File: src/rtl/alu_pkg.sv
// alu_pkg: shared word width, sequencer state encoding and clog2 helper.
// Build option: ALU_ADD_ARB_SUB_EN adds the INC state used by two-pass subtract.
package alu_pkg;
    localparam int WORD_W = 64;
`ifdef ALU_ADD_ARB_SUB_EN
    typedef enum logic [1:0] {IDLE = 2'd0, CALC = 2'd1, INC = 2'd2, RESP = 2'd3} state_t;
`else
    typedef enum logic [1:0] {IDLE = 2'd0, CALC = 2'd1, RESP = 2'd3} state_t;
`endif
    function automatic int clog2(input int n);
        int r;
        r = 0;
        while ((1 << r) < n) r++;
        return r;
    endfunction
endpackage

File: src/rtl/add_64.sv
// ADD_64: 64-bit ripple-carry adder.
// Ports: a, b operands; cin carry in; sum = a + b + cin (mod 2^64).
module ADD_64 (
    input  logic [63:0] a,
    input  logic [63:0] b,
    input  logic        cin,
    output logic [63:0] sum
);
    logic [63:0] c;
    assign c[0] = cin;
    for (genvar i = 1; i < 64; i++) begin : g_rip
        assign c[i] = (a[i-1] & b[i-1]) | (c[i-1] & (a[i-1] ^ b[i-1]));
    end
    assign sum = a ^ b ^ c;
endmodule

File: src/rtl/rr_arbiter.sv
// rr_arbiter: combinational round-robin pick of the first request at or above ptr.
// Ports: req request vector; ptr search start; en gate; gnt one-hot grant; idx grant index.
module rr_arbiter #(
    parameter int N = 4,
    parameter int W = 2
) (
    input  logic [N-1:0] req,
    input  logic [W-1:0] ptr,
    input  logic         en,
    output logic [N-1:0] gnt,
    output logic [W-1:0] idx
);
    logic [N-1:0] rot;
    logic [W-1:0] off;
    logic [W:0]   s;
    // Rotate so bit 0 is the requester at ptr; the lowest set bit then wins.
    assign rot = N'({req, req} >> ptr);
    always_comb begin
        off = '0;
        for (int k = N - 1; k >= 0; k--) if (rot[k]) off = W'(k);
    end
    assign s   = {1'b0, ptr} + {1'b0, off};
    assign idx = (s >= (W+1)'(N)) ? W'(s - (W+1)'(N)) : W'(s);
    assign gnt = (en && |req) ? (N'(1) << idx) : '0;
endmodule

File: src/rtl/alu_add_arbiter.sv
// alu_add_arbiter: round-robin sharing of one ADD_64 between N_REQ requesters.
// Ports: req_valid/req_ready/req_a/req_b/req_op request handshake (64-bit lanes packed
// per requester); rsp_valid/rsp_ready handshake with rsp_id, rsp_sum, rsp_zf/sf/of.
// Build option: ALU_ADD_ARB_SUB_EN enables subtract as a + ~b followed by +1.
module alu_add_arbiter
    import alu_pkg::*;
#(
    parameter  int N_REQ = 4,
    localparam int ID_W  = clog2(N_REQ)
) (
    input  logic                    clk,
    input  logic                    rst_n,
    input  logic [N_REQ-1:0]        req_valid,
    output logic [N_REQ-1:0]        req_ready,
    input  logic [WORD_W*N_REQ-1:0] req_a,
    input  logic [WORD_W*N_REQ-1:0] req_b,
    input  logic [N_REQ-1:0]        req_op,
    output logic                    rsp_valid,
    input  logic                    rsp_ready,
    output logic [ID_W-1:0]         rsp_id,
    output logic [WORD_W-1:0]       rsp_sum,
    output logic                    rsp_zf,
    output logic                    rsp_sf,
    output logic                    rsp_of
);
    state_t            state, nxt;
    logic [ID_W-1:0]   rr_ptr, gidx, id_q;
    logic [WORD_W-1:0] a_q, b_q, ax, bx, sum;
    logic              xfer, to_resp, of_n;
`ifdef ALU_ADD_ARB_SUB_EN
    logic              op_q;
`else
    logic              unused_op;
    assign unused_op = ^req_op;
`endif

    rr_arbiter #(.N(N_REQ), .W(ID_W)) u_arb (
        .req(req_valid),
        .ptr(rr_ptr),
        .en (state == IDLE && rst_n),
        .gnt(req_ready),
        .idx(gidx)
    );

    ADD_64 u_add (.a(ax), .b(bx), .cin(1'b0), .sum(sum));

    assign xfer = |req_ready;

    always_comb begin
        nxt = state;
        ax  = a_q;
        bx  = b_q;
        case (state)
            IDLE: nxt = xfer ? CALC : IDLE;
`ifdef ALU_ADD_ARB_SUB_EN
            CALC: begin
                bx  = op_q ? ~b_q : b_q;
                nxt = op_q ? INC : RESP;
            end
            INC: begin
                ax  = rsp_sum;
                bx  = 64'd1;
                nxt = RESP;
            end
`else
            CALC: nxt = RESP;
`endif
            RESP: nxt = rsp_ready ? IDLE : RESP;
            default: nxt = IDLE;
        endcase
    end

    assign to_resp = nxt == RESP && state != RESP;
    // For subtract the effective second operand is ~b, so the sign test inverts.
`ifdef ALU_ADD_ARB_SUB_EN
    assign of_n = (op_q ? a_q[63] != b_q[63] : a_q[63] == b_q[63]) && sum[63] != a_q[63];
`else
    assign of_n = a_q[63] == b_q[63] && sum[63] != a_q[63];
`endif

    always_ff @(posedge clk or negedge rst_n) begin
        if (!rst_n) begin
            state     <= IDLE;
            rr_ptr    <= '0;
            a_q       <= '0;
            b_q       <= '0;
            id_q      <= '0;
`ifdef ALU_ADD_ARB_SUB_EN
            op_q      <= 1'b0;
`endif
            rsp_valid <= 1'b0;
            rsp_id    <= '0;
            rsp_sum   <= '0;
            rsp_zf    <= 1'b0;
            rsp_sf    <= 1'b0;
            rsp_of    <= 1'b0;
        end else begin
            state <= nxt;
            if (xfer) begin
                a_q    <= req_a[WORD_W*int'(gidx) +: WORD_W];
                b_q    <= req_b[WORD_W*int'(gidx) +: WORD_W];
                id_q   <= gidx;
`ifdef ALU_ADD_ARB_SUB_EN
                op_q   <= req_op[gidx];
`endif
                rr_ptr <= (gidx == ID_W'(N_REQ - 1)) ? '0 : gidx + 1'b1;
            end
            if (state != IDLE && state != RESP) rsp_sum <= sum;
            if (to_resp) begin
                rsp_valid <= 1'b1;
                rsp_id    <= id_q;
                rsp_zf    <= sum == '0;
                rsp_sf    <= sum[63];
                rsp_of    <= of_n;
            end
            if (state == RESP && rsp_ready) rsp_valid <= 1'b0;
        end
    end
endmodule

File: config.mk
export PLATFORM = sky130hd
export DESIGN_NAME = alu_add_arbiter
export DESIGN_NICKNAME = d
export VERILOG_FILES = /design/src/rtl/alu_pkg.sv /design/src/rtl/add_64.sv /design/src/rtl/rr_arbiter.sv /design/src/rtl/alu_add_arbiter.sv
export SDC_FILE = /design/constraint.sdc
export NUM_CORES = 1
export LEC_CHECK = 0
export CAP_MARGIN = 10
export CORE_AREA = 2 2 235 237
export DETAILED_ROUTE_END_ITERATION = 12
export DIE_AREA = 0 0 237 239
export PLACE_DENSITY = 0.59
export SLEW_MARGIN = 25
export SYNTH_ARGS = -nofsm -noshare
export SYNTH_HDL_FRONTEND = slang
export SYNTH_HIERARCHICAL = 1
export SYNTH_SLANG_ARGS = --single-unit
File: constraint.sdc
create_clock -name clk -period 32 [get_ports clk]
set_clock_uncertainty 0.15 [all_clocks]
set_input_delay 6.4 -clock clk [delete_from_list [all_inputs] [get_ports clk]]
set_output_delay 6.4 -clock clk [all_outputs]
set_load 0.02 [all_outputs]
Word-level counts from Yosys, hierarchy flattened
Index checks and enable logic that the tools add are counted.

Order comparisons: 1. Equal/unequal tests: 7. Reduce and logical (&&, ||, !) cells: 12. Muxes and demuxes: 12. Bitwise operators: 251. Add/sub/neg operators: 3. Shifts and indexed selects: 4.

Operator list (count): $shiftx 256x9->64 (2); $xor 64x64->64 (2); $and 1x1->1 (125); $logic_not 64->1 (1); $or 1x1->1 (62); $xor 1x1->1 (62); $mux 2 (7); $reduce_or 4->1 (2); $shr 8x2->4 (1); $eq 2x2->1 const B (3); $logic_and 1x1->1 (6); $pmux 2 s3 (1); $mux 4 (1); $reduce_bool 2->1 (2); $shl 1x2->4 const A (1); $add 2x2->3 (1); $ge 3x3->1 const B (1); $mux 1 (3); $add 2x1->2 const B (1); $eq 2x1->1 const B (1); $logic_not 2->1 (1); $ne 2x2->1 const B (1); $sub 2x1->2 const B (1); $eq 1x1->1 (1); $ne 1x1->1 (1).

Output and inout port bits: 74. Word-level logic and storage cells: 301. Register bits after elaboration: 204. Bits of input ports: 523.

Longest topological paths before layout
Gate-level depths: netlist (run 1).

Depth after elaboration: 128. Depth in mapped cells: 70. Gate-level depth less buffers: 70.

Hierarchy
The synthesis (run 1) kept the hierarchy.

Modules (own cells, without submodules): alu_add_arbiter (sequential area each 5104.9 um^2, area an instance 10861.7 um^2, cells each 631, instances 1); ADD_64 (sequential area each 0.0 um^2, area an instance 1303.8 um^2, cells each 69, instances 1); rr_arbiter (sequential area each 0.0 um^2, area an instance 326.6 um^2, cells each 42, instances 1).

Least setup slack after synthesis (run 1)
No wires, ideal clock.

Path type: flip-flop to flip-flop. Start point: register a_q[0]. End point: register rsp_zf. Arrival time: 25.508 ns. Buffers on the path: 0. Period minus slack after synthesis: 25.740 ns. Data required time: 31.768 ns. Cell stages (with the launch flop): 71. Setup slack: 6.260 ns. Library setup time: 0.082 ns. Cell sequence: dfrtp_1 fa_1 fa_1 fa_1 fa_1 fa_1 fa_1 fa_1 fa_1 fa_1 fa_1 fa_1 fa_1 fa_1 fa_1 fa_1 fa_1 fa_1 [35 not listed] fa_1 fa_1 fa_1 fa_1 fa_1 fa_1 fa_1 fa_1 inv_1 fa_1 inv_1 fa_1 fa_1 xor3_1 nor4_1 nand4_1 or4_1 o22ai_1.

Cells in the longest elaborated chain, start to end: 127. Elaborated cells on any way between the ends: 128. Classes of those cells: bitwise (127); reduce/logical (1).

RTL lines: start: declaration (line alu_add_arbiter.sv:28) `logic [WORD_W-1:0] a_q, b_q, ax, bx, sum;`; start signal: assignment (line alu_add_arbiter.sv:100) `a_q <= req_a[WORD_W*int'(gidx) +: WORD_W];`; $and 1x1->1 (2 in a row) (line add_64.sv:12) `assign c[i] = (a[i-1] & b[i-1]) | (c[i-1] & (a[i-1] ^ b[i-1]));`; $or 1x1->1 (line add_64.sv:12); $and 1x1->1 (line add_64.sv:12); $or 1x1->1 (line add_64.sv:12); $and 1x1->1 (line add_64.sv:12); $or 1x1->1 (line add_64.sv:12); $and 1x1->1 (line add_64.sv:12); $or 1x1->1 (line add_64.sv:12); [111 not listed]; $or 1x1->1 (line add_64.sv:12); $and 1x1->1 (line add_64.sv:12); $or 1x1->1 (line add_64.sv:12); $and 1x1->1 (line add_64.sv:12); $or 1x1->1 (line add_64.sv:12); $xor 64x64->64 (line add_64.sv:14) `assign sum = a ^ b ^ c;`; named net sum[63] (line alu_add_arbiter.sv:28); $logic_not 64->1 (line alu_add_arbiter.sv:112) `rsp_zf <= sum == '0;`; end signal: assignment (line alu_add_arbiter.sv:94) `rsp_zf <= 1'b0;`; end signal: assignment (line alu_add_arbiter.sv:112); end: declaration (line alu_add_arbiter.sv:22) `output logic rsp_zf,`.

The timed path passes the listed nets, and every way through them passes these cells. A chain may end at the register's enable or synchronous reset.

Worst setup path in the final report (run 1)
Ends and elaborated chain as after synthesis.

==> impl_metrics.py, run 1 <==
metrics = {
    "routing": {
        "ant_nets": 0,
        "routedWlPerCell_um": 20.94,
        "first_pass_iters": 4,
        "drt_wl_total_um": 42450,
        "vias": 9029,
        "first_iter_violations": 297,
        "drc": 0,
        "via_per_inst": 4.454,
    },
    "timing": {
        "worst_slew_pin_slew_ns": 1.010,
        "fmax_mhz": 36.76,
        "final.period_utilization": 0.8501,
        "setup_viol": 0,
        "hold_viol_final": 0,
        "setup_ws_ns": 4.797,
        "fin_crit_ns": 27.20,
        "drv_slew": 0,
        "tns_ns": 0,
        "rsz0062_at_grt": "no",
        "slew_headroom": 0.3266,
    },
    "clock_tree": {
        "hold_buffers": 0,
        "cts_made_buffers": 25,
        "clock-sinks": 204,
        "cts_setup_buffers": 0,
        "h-tree-depth": 1,
        "root_buffer": "clkbuf_16",
        "insertion_delay_ns": 0.53,
        "path_clk_slew_ns": 0.06,
        "clk_path_buf_depth": 3,
        "cts_tree": "done",
        "post_cts_resized": 0,
    },
    "setup_path": {
        "cpMaxStageDelayCell": "or4_1",
        "arrival_ns": 27.50,
        "critPathRequiredTime_ns": 32.30,
        "cp_common_cell": "fa_1",
        "critical_path.max_stage_delay_ns": 0.49,
        "start_kind": "flip-flop",
        "path_delay_family": "adder cells",
        "critPathKind": "reg -> reg",
        "cp_num_buf_inv": 2,
        "cp-end-kind": "flip-flop",
        "cp_max_fo": 5,
    },
    "finish": {
        "layout_commonest_cell": "clkdlybuf4s50_1",
        "drive_gt1_frac": 0.2842,
        "diodes": 0,
        "fillerInstances": 5199,
        "multiInputGateArea_sq_um": 7010,
        "syn_to_final_growth_pct": 58.55,
        "final_cell_mix": "clkdlybuf4s50_1 (591), dfrtp_1 (204), mux2_2 (197), mux4_2 (128), fa_1 (63)",
        "seq_area_sq_um": 5105,
        "nets": 1906,
    },
    "grt": {
        "grt_usage": 0.1473,
        "grt_pass1_wl_um": 62960,
        "antenna_found_initial": 0,
        "gr-total-overflow": 0,
        "first_global_vias": 10430,
        "grt_start_max_net_pins": 75,
    },
    "power": {
        "total_power_mw": 2.420,
        "peakVddDrop_v": 0.00006291,
        "power.leakage_nw": 7.476,
        "power_density_nw_per_um2": 122.2,
    },
    "run_status": {
        "outcome": "finished clean",
    },
    "yosys": {
        "ys_async_sr_fraction": 1.000,
        "ys_seq_elements": 204,
        "synth_cell_types": 43,
        "synth_edf_count": 0,
        "ys_seq_area_frac": 0.4087,
        "netlist_top_cells_area": "dfrtp_1 (41%), mux4_2 (23%), mux2_2 (18%), fa_1 (10%), buf_6 (1.3%)",
        "synth.avg_cell_area_sq_um": 16.84,
        "netlist_instances": 742,
        "ys.flop_type": "dfrtp_1",
        "yosysTopAreaCellShare": 0.4087,
        "syn-num-nets": 1334,
        "synth_top_area_cell": "dfrtp_1",
        "yosys_warnings": 6,
        "syn_area_sq_um": 12490,
    },
    "die": {
        "die_x_um": 237,
        "start_util": 0.2299,
        "design.die.area_sq_um": 56640,
        "die_y_um": 239,
        "core_sq_um": 54340,
        "io_pins": 597,
        "fp-row-count": 86,
    },
    "placed_design": {
        "routabilityCongestion": 0.7991,
        "dpl.hpwl_um": 34450,
        "place_ws_ns": 4.752,
        "portBuffers": 592,
    },
    "min_path": {
        "min_path_type": "reg -> reg",
    },
    "flow_run": {
        "maxCapViolations": 0,
    },
}
registers in the layout, summed over array words and instances (netlist names):
signal     flops
b_q           64
rsp_sf         1
id_q           2
rr_ptr         2
rsp_zf         1
rsp_of         1
a_q           64
state          2
rsp_sum       64
rsp_valid      1
rsp_id         2
worst register-to-register path, delay by kind of cell (launching register included):
kind / cells / cell delay, ns
fa+ha+maj: 63 / 24.90
simple gates: 3 / 0.93
xor+xnor: 1 / 0.45
flops: 1 / 0.40
compound gates: 1 / 0.14
buf+inv: 2 / 0.13
cell usage after synthesis, drive strengths merged, types with 2 or more instances:
master and count:
a21oi 6, buf 48, clkbuf 7, dfrtp 204, fa 63, ha 6
inv 11, mux2 198, mux2i 6, mux4 128, nand2 8, nand4 3
nor2 11, nor3 2, nor3b 2, nor4 16, o21ai 2, o22ai 2
or4 2, xnor2 2
through the flow:
stage	util	cells	hold WS, ns	instance area (sq um)
floorplan	-	742	0.3085	12490
global placement	0.3502	1991	0.3232	19030
detailed placement	0.3502	1991	0.3290	19030
CTS	0.3645	2027	0.3415	19810
global route	0.3645	2027	0.3757	19810
finish	0.3645	2027	0.3324	19810
layer usage:
metal  global-route usage  vias up  share of wire
met4              0.03299        0          0.020
met3              0.03753       42          0.068
met1               0.1705     4614           0.39
li1                     -     4014              -
met5                    0        -              0
met2               0.2723      359           0.53
power breakdown:
| part | switching [mW] | internal [mW] |
|---|---|---|
| Combinational | 0.734 | 0.895 |
| Sequential | 0.100 | 0.412 |
| Clock | 0.108 | 0.171 |
cells by family after synthesis:
kind of cell,Yosys count,synth area share
muxes,332,0.4141
DFF,204,0.4087
adders and majority gates,69,0.1070
buffers and inverters,66,0.03275
and+or+nand+nor,51,0.02414
AOI/OAI and AO/OA,15,0.009115
xor gates and xnor gates,4,0.004007
other,1,0.0003002
area by class of cell:
class | instances | share of cell area
Multi-Input combinational cell | 472 | 0.3539
Timing Repair Buffer | 600 | 0.3025
Sequential cell | 204 | 0.2577
Tap cell | 704 | 0.04447
Clock buffer | 31 | 0.03424
Clock inverter | 5 | 0.005054
Inverter | 11 | 0.002085
final timing paths:
check / end / startpoint / cells past startpoint / slack, ns
worst max-delay path: rsp_zf / a_q[0] / 70 / 4.80
worst min-delay path: id_q[0] / id_q[0] / 1 / 0.33
worst max register to register: rsp_zf / a_q[0] / 70 / 4.80
worst min register to register: id_q[0] / id_q[0] / 1 / 0.33
max in group asynchronous: a_q[35] / rst_n / 2 / 24.66
min in group asynchronous: rsp_sum[2] / rst_n / 1 / 5.69
No activity file was read; power rests on OpenSTA's default activity.
==> run 2, diff against run 1 <==
--- a/config.mk
+++ b/config.mk
@@ -9,7 +9,7 @@
 export CORE_AREA = 2 2 235 237
 export DETAILED_ROUTE_END_ITERATION = 12
 export DIE_AREA = 0 0 237 239
-export PLACE_DENSITY = 0.59
+export PLACE_DENSITY_LB_ADDON = 0.25
 export SLEW_MARGIN = 25
 export SYNTH_ARGS = -nofsm -noshare
 export SYNTH_HDL_FRONTEND = slang
==> impl_metrics.py, run 2 (synthesis results as in run 1) <==
metrics = {
    "timing": {
        "slew_headroom": 0.3252,
        "setup_viol": 0,
        "fin_crit_ns": 27.24,
        "final.period_utilization": 0.8512,
        "hold_viol_final": 0,
        "tns_ns": 0,
        "worst_slew_pin_slew_ns": 1.012,
        "setup_ws_ns": 4.761,
        "rsz0062_at_grt": "no",
        "drv_slew": 0,
        "fmax_mhz": 36.71,
    },
    "setup_path": {
        "critPathRequiredTime_ns": 32.31,
        "cp-end-kind": "flip-flop",
        "timing.rr.start": "a_q[0]",
        "cpMaxStageDelayCell": "or4_1",
        "reg2reg_to": "rsp_zf",
        "r2r_slack_ns": 4.76,
        "start_kind": "flip-flop",
        "critical_path.max_stage_delay_ns": 0.51,
        "r2r_cells": 70,
        "arrival_ns": 27.55,
        "cp_common_cell": "fa_1",
        "cp_max_fo": 5,
        "critPathKind": "reg -> reg",
    },
    "finish": {
        "diodes": 0,
        "nets": 1908,
        "reg.largest.list": "a_q x64, b_q x64, rsp_sum x64",
        "final_cells": 2039,
        "layout_commonest_cell": "clkdlybuf4s50_1",
        "syn_to_final_growth_pct": 59.52,
        "design_area_sq_um": 19930,
        "drive_gt1_frac": 0.2876,
        "fillerInstances": 5228,
        "final_cell_mix": "clkdlybuf4s50_1 (591), dfrtp_1 (204), mux2_2 (197), mux4_2 (128), fa_1 (63)",
    },
    "routing": {
        "via_per_inst": 4.416,
        "first_iter_violations": 327,
        "drt_wl_total_um": 41140,
        "routedWlPerCell_um": 20.18,
        "wl_met1_um": 16100,
        "wl_met3_um": 2962,
        "ant_nets": 0,
        "highest_layer": "met4",
        "drc": 0,
        "vias": 9005,
        "first_pass_iters": 4,
        "dr_wl_met2_um": 21480,
    },
    "min_path": {
        "hp-start": "id_q[0]",
        "whs_endpoint": "id_q[0]",
        "min_path_cells": 1,
        "min_path_type": "reg -> reg",
    },
    "grt": {
        "first_global_vias": 10250,
        "antenna_found_initial": 1,
        "grt_start_max_net_pins": 90,
        "gr-total-overflow": 0,
        "grt_usage": 0.1431,
        "grt_pass1_wl_um": 61920,
    },
    "clock_tree": {
        "cts_setup_buffers": 0,
        "root_buffer": "clkbuf_16",
        "h-tree-depth": 1,
        "cts_tree": "done",
        "clock-sinks": 204,
        "clk_path_buf_depth": 3,
        "cts_made_buffers": 25,
        "path_clk_slew_ns": 0.06,
        "insertion_delay_ns": 0.53,
        "post_cts_resized": 0,
        "hold_buffers": 0,
    },
    "placed_design": {
        "dpl.hpwl_um": 33280,
        "routabilityCongestion": 0.7524,
        "dpl.cell_count": 1993,
        "portBuffers": 592,
        "post_dp_cell_area_sq_um": 19040,
        "place_ws_ns": 4.647,
    },
    "die": {
        "design.die.area_sq_um": 56640,
        "die_y_um": 239,
        "core_sq_um": 54340,
        "die_x_um": 237,
        "fp-row-count": 86,
        "io_pins": 597,
        "start_util": 0.2299,
    },
    "power": {
        "peakVddDrop_v": 0.00007661,
        "power_density_nw_per_um2": 122.3,
        "power.leakage_nw": 7.528,
    },
    "run_status": {
        "outcome": "finished clean",
    },
    "flow_run": {
        "maxCapViolations": 0,
    },
}
## run 2: changes by cell type in the layout (fill, tap and decap cells not counted), sizes merged
cell,change
buf,+2
bufinv,+1
clkbuf,+7
clkinv,-1
clkinvlp,+2
inv,+1
## run 2: area by class of cell
class                           instances  area (sq um)  area share
Multi-Input combinational cell        472          7010      0.3518
Timing Repair Buffer                  602          6006      0.3014
Sequential cell                       204          5105      0.2562
Tap cell                              704         880.8     0.04420
Clock buffer                           38         734.5     0.03686
Clock inverter                          8         148.9    0.007472
Inverter                               11         41.29    0.002072
## run 2: metrics by stage
| stage | utilization | hold slack (ns) | power (mW) |
|---|---|---|---|
| 2_1_floorplan | - | 0.3085 | 1.681 |
| 3_3_place_gp | 0.3504 | 0.3197 | 2.173 |
| 3_5_place_dp | 0.3504 | 0.3308 | 2.195 |
| 4_1_cts | 0.3667 | 0.3436 | 2.514 |
| 5_1_grt | 0.3667 | 0.3660 | 2.645 |
| 6_report | 0.3667 | 0.3389 | 2.437 |
## run 2: worst max path at each step
| stage | slack [ns] | start | depth (start not counted) | endpoint |
|---|---|---|---|---|
| 2_1_floorplan | 6.26 | a_q[0] | 70 | rsp_zf |
| 5_1_grt | 3.73 | a_q[0] | 70 | rsp_zf |
| 3_3_place_gp | 4.80 | a_q[0] | 70 | rsp_zf |
| 4_1_cts | 4.61 | a_q[0] | 70 | rsp_zf |
| 3_5_place_dp | 4.65 | a_q[0] | 70 | rsp_zf |
| 6_report | 4.76 | a_q[0] | 70 | rsp_zf |
## run 2: power by group
group	switching [mW]	total (mW)	internal, mW
sequential	0.0971	0.509	0.412
clock	0.113	0.304	0.190
combinational	0.727	1.62	0.897
total	0.938	2.44	1.50
## run 2: layer usage
metal	global-route usage	vias to the layer above
met5	0	-
met4	0.03049	0
met3	0.03626	36
met2	0.2609	325
met1	0.1695	4616
li1	-	4028
## run 2: critical path, delay by kind of cell, from the launching register on
kind | cells | cell delay [ns]
adders and majority gates | 63 | 24.92
and+or+nand+nor | 3 | 0.99
xor gates and xnor gates | 1 | 0.45
DFF | 1 | 0.40
buffers and inverters | 2 | 0.13
AOI/OAI and AO/OA | 1 | 0.11
==> run 3, diff against run 2 <==
--- a/config.mk
+++ b/config.mk
@@ -5,10 +5,11 @@
 export SDC_FILE = /design/constraint.sdc
 export NUM_CORES = 1
 export LEC_CHECK = 0
+export ABC_AREA = 1
 export CAP_MARGIN = 10
-export CORE_AREA = 2 2 235 237
+export CORE_AREA = 2 2 230 232
 export DETAILED_ROUTE_END_ITERATION = 12
-export DIE_AREA = 0 0 237 239
+export DIE_AREA = 0 0 232 234
 export PLACE_DENSITY_LB_ADDON = 0.25
 export SLEW_MARGIN = 25
 export SYNTH_ARGS = -nofsm -noshare
==> impl_metrics.py, run 3 <==
metrics = {
    "run_status": {
        "outcome": "finished clean",
    },
    "clock_tree": {
        "insertion_delay_ns": 0.52,
        "cts_tree": "done",
        "post_cts_resized": 0,
        "root_buffer": "clkbuf_16",
        "cts_setup_buffers": 0,
        "clk_path_buf_depth": 3,
        "cts_made_buffers": 25,
        "path_clk_slew_ns": 0.06,
        "h-tree-depth": 1,
        "clock-sinks": 204,
        "hold_buffers": 0,
    },
    "routing": {
        "ant_nets": 0,
        "vias": 13500,
        "drc": 0,
        "first_iter_violations": 681,
        "via_per_inst": 4.654,
        "routedWlPerCell_um": 17.39,
        "first_pass_iters": 5,
        "drt_wl_total_um": 50430,
    },
    "grt": {
        "grt_pass1_wl_um": 75420,
        "first_global_vias": 13510,
        "grt_usage": 0.1776,
        "antenna_found_initial": 4,
        "grt_start_max_net_pins": 99,
        "gr-total-overflow": 0,
    },
    "timing": {
        "slew_headroom": 0.3155,
        "rsz0062_at_grt": "no",
        "final.period_utilization": 0.8285,
        "drv_slew": 0,
        "fin_crit_ns": 26.51,
        "hold_ws_ns": 0.3271,
        "worst_slew_pin_slew_ns": 1.027,
        "tns_ns": 0,
        "hold_viol_final": 0,
        "setup_viol": 0,
        "fmax_mhz": 37.72,
    },
    "placed_design": {
        "portBuffers": 592,
        "routabilityCongestion": 0.8856,
        "dpl.hpwl_um": 38740,
    },
    "setup_path": {
        "cp_common_cell": "fa_1",
        "path_delay_family": "adder cells",
        "cp_max_fo": 3,
        "timing.rr.start": "a_q[0]",
        "r2r_cells": 74,
        "critical_path.max_stage_delay_ns": 0.43,
        "critPathKind": "reg -> reg",
        "arrival_ns": 26.82,
        "r2r_slack_ns": 5.49,
        "crit_end": "rsp_zf",
        "reg2reg_to": "rsp_zf",
        "cp-end-kind": "flip-flop",
        "cp.depth": 74,
        "critPathRequiredTime_ns": 32.31,
        "start_kind": "flip-flop",
        "cp-startpoint": "a_q[0]",
        "cpMaxStageDelayCell": "fa_1",
        "cp_num_buf_inv": 2,
    },
    "yosys": {
        "netlist_top_cells_area": "dfrtp_1 (39%), nor2_1 (15%), fa_1 (9.7%), o21ai_0 (8.6%), nand2_1 (6.3%)",
        "yosysTopAreaCellShare": 0.3936,
        "synth_cell_types": 29,
        "ys.flop_type": "dfrtp_1",
        "synth_edf_count": 0,
        "synth_common_cells": "nor2_1 (527), o21ai_0 (224), nand2_1 (219)",
        "ys_seq_area_frac": 0.3936,
        "syn_area_sq_um": 12970,
        "yosys_warnings": 6,
        "yosysMostFrequentCell": "nor2_1",
        "synth.avg_cell_area_sq_um": 7.707,
        "syn-num-nets": 2275,
        "ys_async_sr_fraction": 1.000,
        "ys_seq_elements": 204,
        "synth_top_area_cell": "dfrtp_1",
        "netlist_instances": 1683,
    },
    "die": {
        "die_x_um": 232,
        "design.die.area_sq_um": 54290,
        "io_pins": 597,
        "fp-row-count": 84,
        "start_util": 0.2493,
        "core_sq_um": 52020,
        "die_y_um": 234,
    },
    "power": {
        "p_clk_frac": 0.102,
        "share_comb_of_total_power": 0.717,
        "netSwitchingPower_mw": 1.494,
        "peakVddDrop_v": 0.00008274,
        "power.internal_mw": 1.324,
        "power_density_nw_per_um2": 140.1,
        "p_sw_frac": 0.5302,
        "pwr-share-seq": 0.181,
        "power.leakage_nw": 8.189,
    },
    "min_path": {
        "hp-start": "rsp_zf",
        "min_path_type": "reg -> reg",
    },
    "finish": {
        "layout_commonest_cell": "clkdlybuf4s50_1",
        "nets": 2786,
        "drive_gt1_frac": 0.04930,
        "fillerInstances": 5398,
        "reg.largest.list": "a_q x64, b_q x64, rsp_sum x64",
        "syn_to_final_growth_pct": 55.08,
        "final_cell_mix": "clkdlybuf4s50_1 (591), nor2_1 (527), o21ai_0 (224), nand2_1 (218), dfrtp_1 (204)",
    },
    "flow_run": {
        "maxCapViolations": 0,
    },
}
[run 3: changes by cell type after synthesis, sizes merged, moves of 37 or more]
| cell | previous run | this run |
|---|---|---|
| mux2 | 198 | 40 |
| o21ai | 2 | 261 |
| nand2 | 8 | 222 |
| nor2 | 11 | 527 |
| inv | 11 | 48 |
| clkbuf | 7 | 51 |
| mux4 | 128 | 0 |
| a31oi | 0 | 69 |
| o22ai | 2 | 59 |
[run 3: power groups by stage]
stage / registers [mW] / clock network, mW / logic, mW
3_5_place_dp: 0.517 / 0 / 2.05
5_1_grt: 0.532 / 0.308 / 2.28
4_1_cts: 0.514 / 0.298 / 2.06
2_1_floorplan: 0.548 / 0 / 1.42
6_report: 0.510 / 0.288 / 2.02
3_3_place_gp: 0.511 / 0 / 2.03
[run 3: cell families (layout without fill, tap and decap cells)]
group	count (synthesis)	after routing	share of synthesized area
AOI/OAI and AO/OA	423	423	0.1761
adders and majority gates	69	69	0.1030
and+or+nand+nor	774	774	0.2282
muxes	40	40	0.03473
xor gates and xnor gates	1	1	0.0006753
DFF	204	204	0.3936
buffers and inverters	171	699	0.06337
other	1	2	0.0002891
[run 3: how the worst min path moves through the flow]
stage	end	cells past startpoint	slack [ns]
finish	rsp_zf	2	0.33
global route	rsp_zf	2	0.37
CTS	rsp_zf	2	0.33
detailed placement	rsp_zf	2	0.32
global placement	rsp_id[0]	2	0.32
floorplan	a_q[60]	2	0.30
[run 3: layer usage]
metal / GRT usage / share of wire
met5: 0 / 0.00071
met2: 0.3085 / 0.49
met3: 0.04232 / 0.065
met1: 0.2180 / 0.42
met4: 0.05329 / 0.031
[run 3: per-stage QoR]
stage / worst slack, ns / cell area (sq um) / power [mW] / instances / util
after detailed placement: 5.560 / 19270 / 2.565 / 2855 / 0.3704
after CTS: 5.489 / 20110 / 2.868 / 2899 / 0.3866
after floorplan: 6.951 / 12970 / 1.964 / 1683 / -
final: 5.488 / 20120 / 2.818 / 2900 / 0.3867
after global placement: 5.669 / 19270 / 2.537 / 2855 / 0.3704
after global routing: 4.589 / 20120 / 3.125 / 2900 / 0.3867
[run 3: worst reg2reg max path: cells and delay by family (launching register included)]
| family | cells | cell delay, ns |
|---|---|---|
| and+or+nand+nor | 9 | 0.84 |
| DFF | 1 | 0.40 |
| buffers and inverters | 2 | 0.12 |
| adders and majority gates | 63 | 24.93 |
[run 3: area by class of cell]
| cell class | count | area, sq um | share of cell area |
|---|---|---|---|
| Clock buffer | 36 | 747.0 | 0.03713 |
| Inverter | 49 | 192.7 | 0.009579 |
| Sequential cell | 204 | 5105 | 0.2538 |
| Antenna cell | 1 | 2.502 | 0.0001244 |
| Tap cell | 688 | 860.8 | 0.04279 |
| Multi-Input combinational cell | 1308 | 7077 | 0.3518 |
| Clock inverter | 8 | 95.09 | 0.004727 |
| Timing Repair Buffer | 606 | 6036 | 0.3001 |
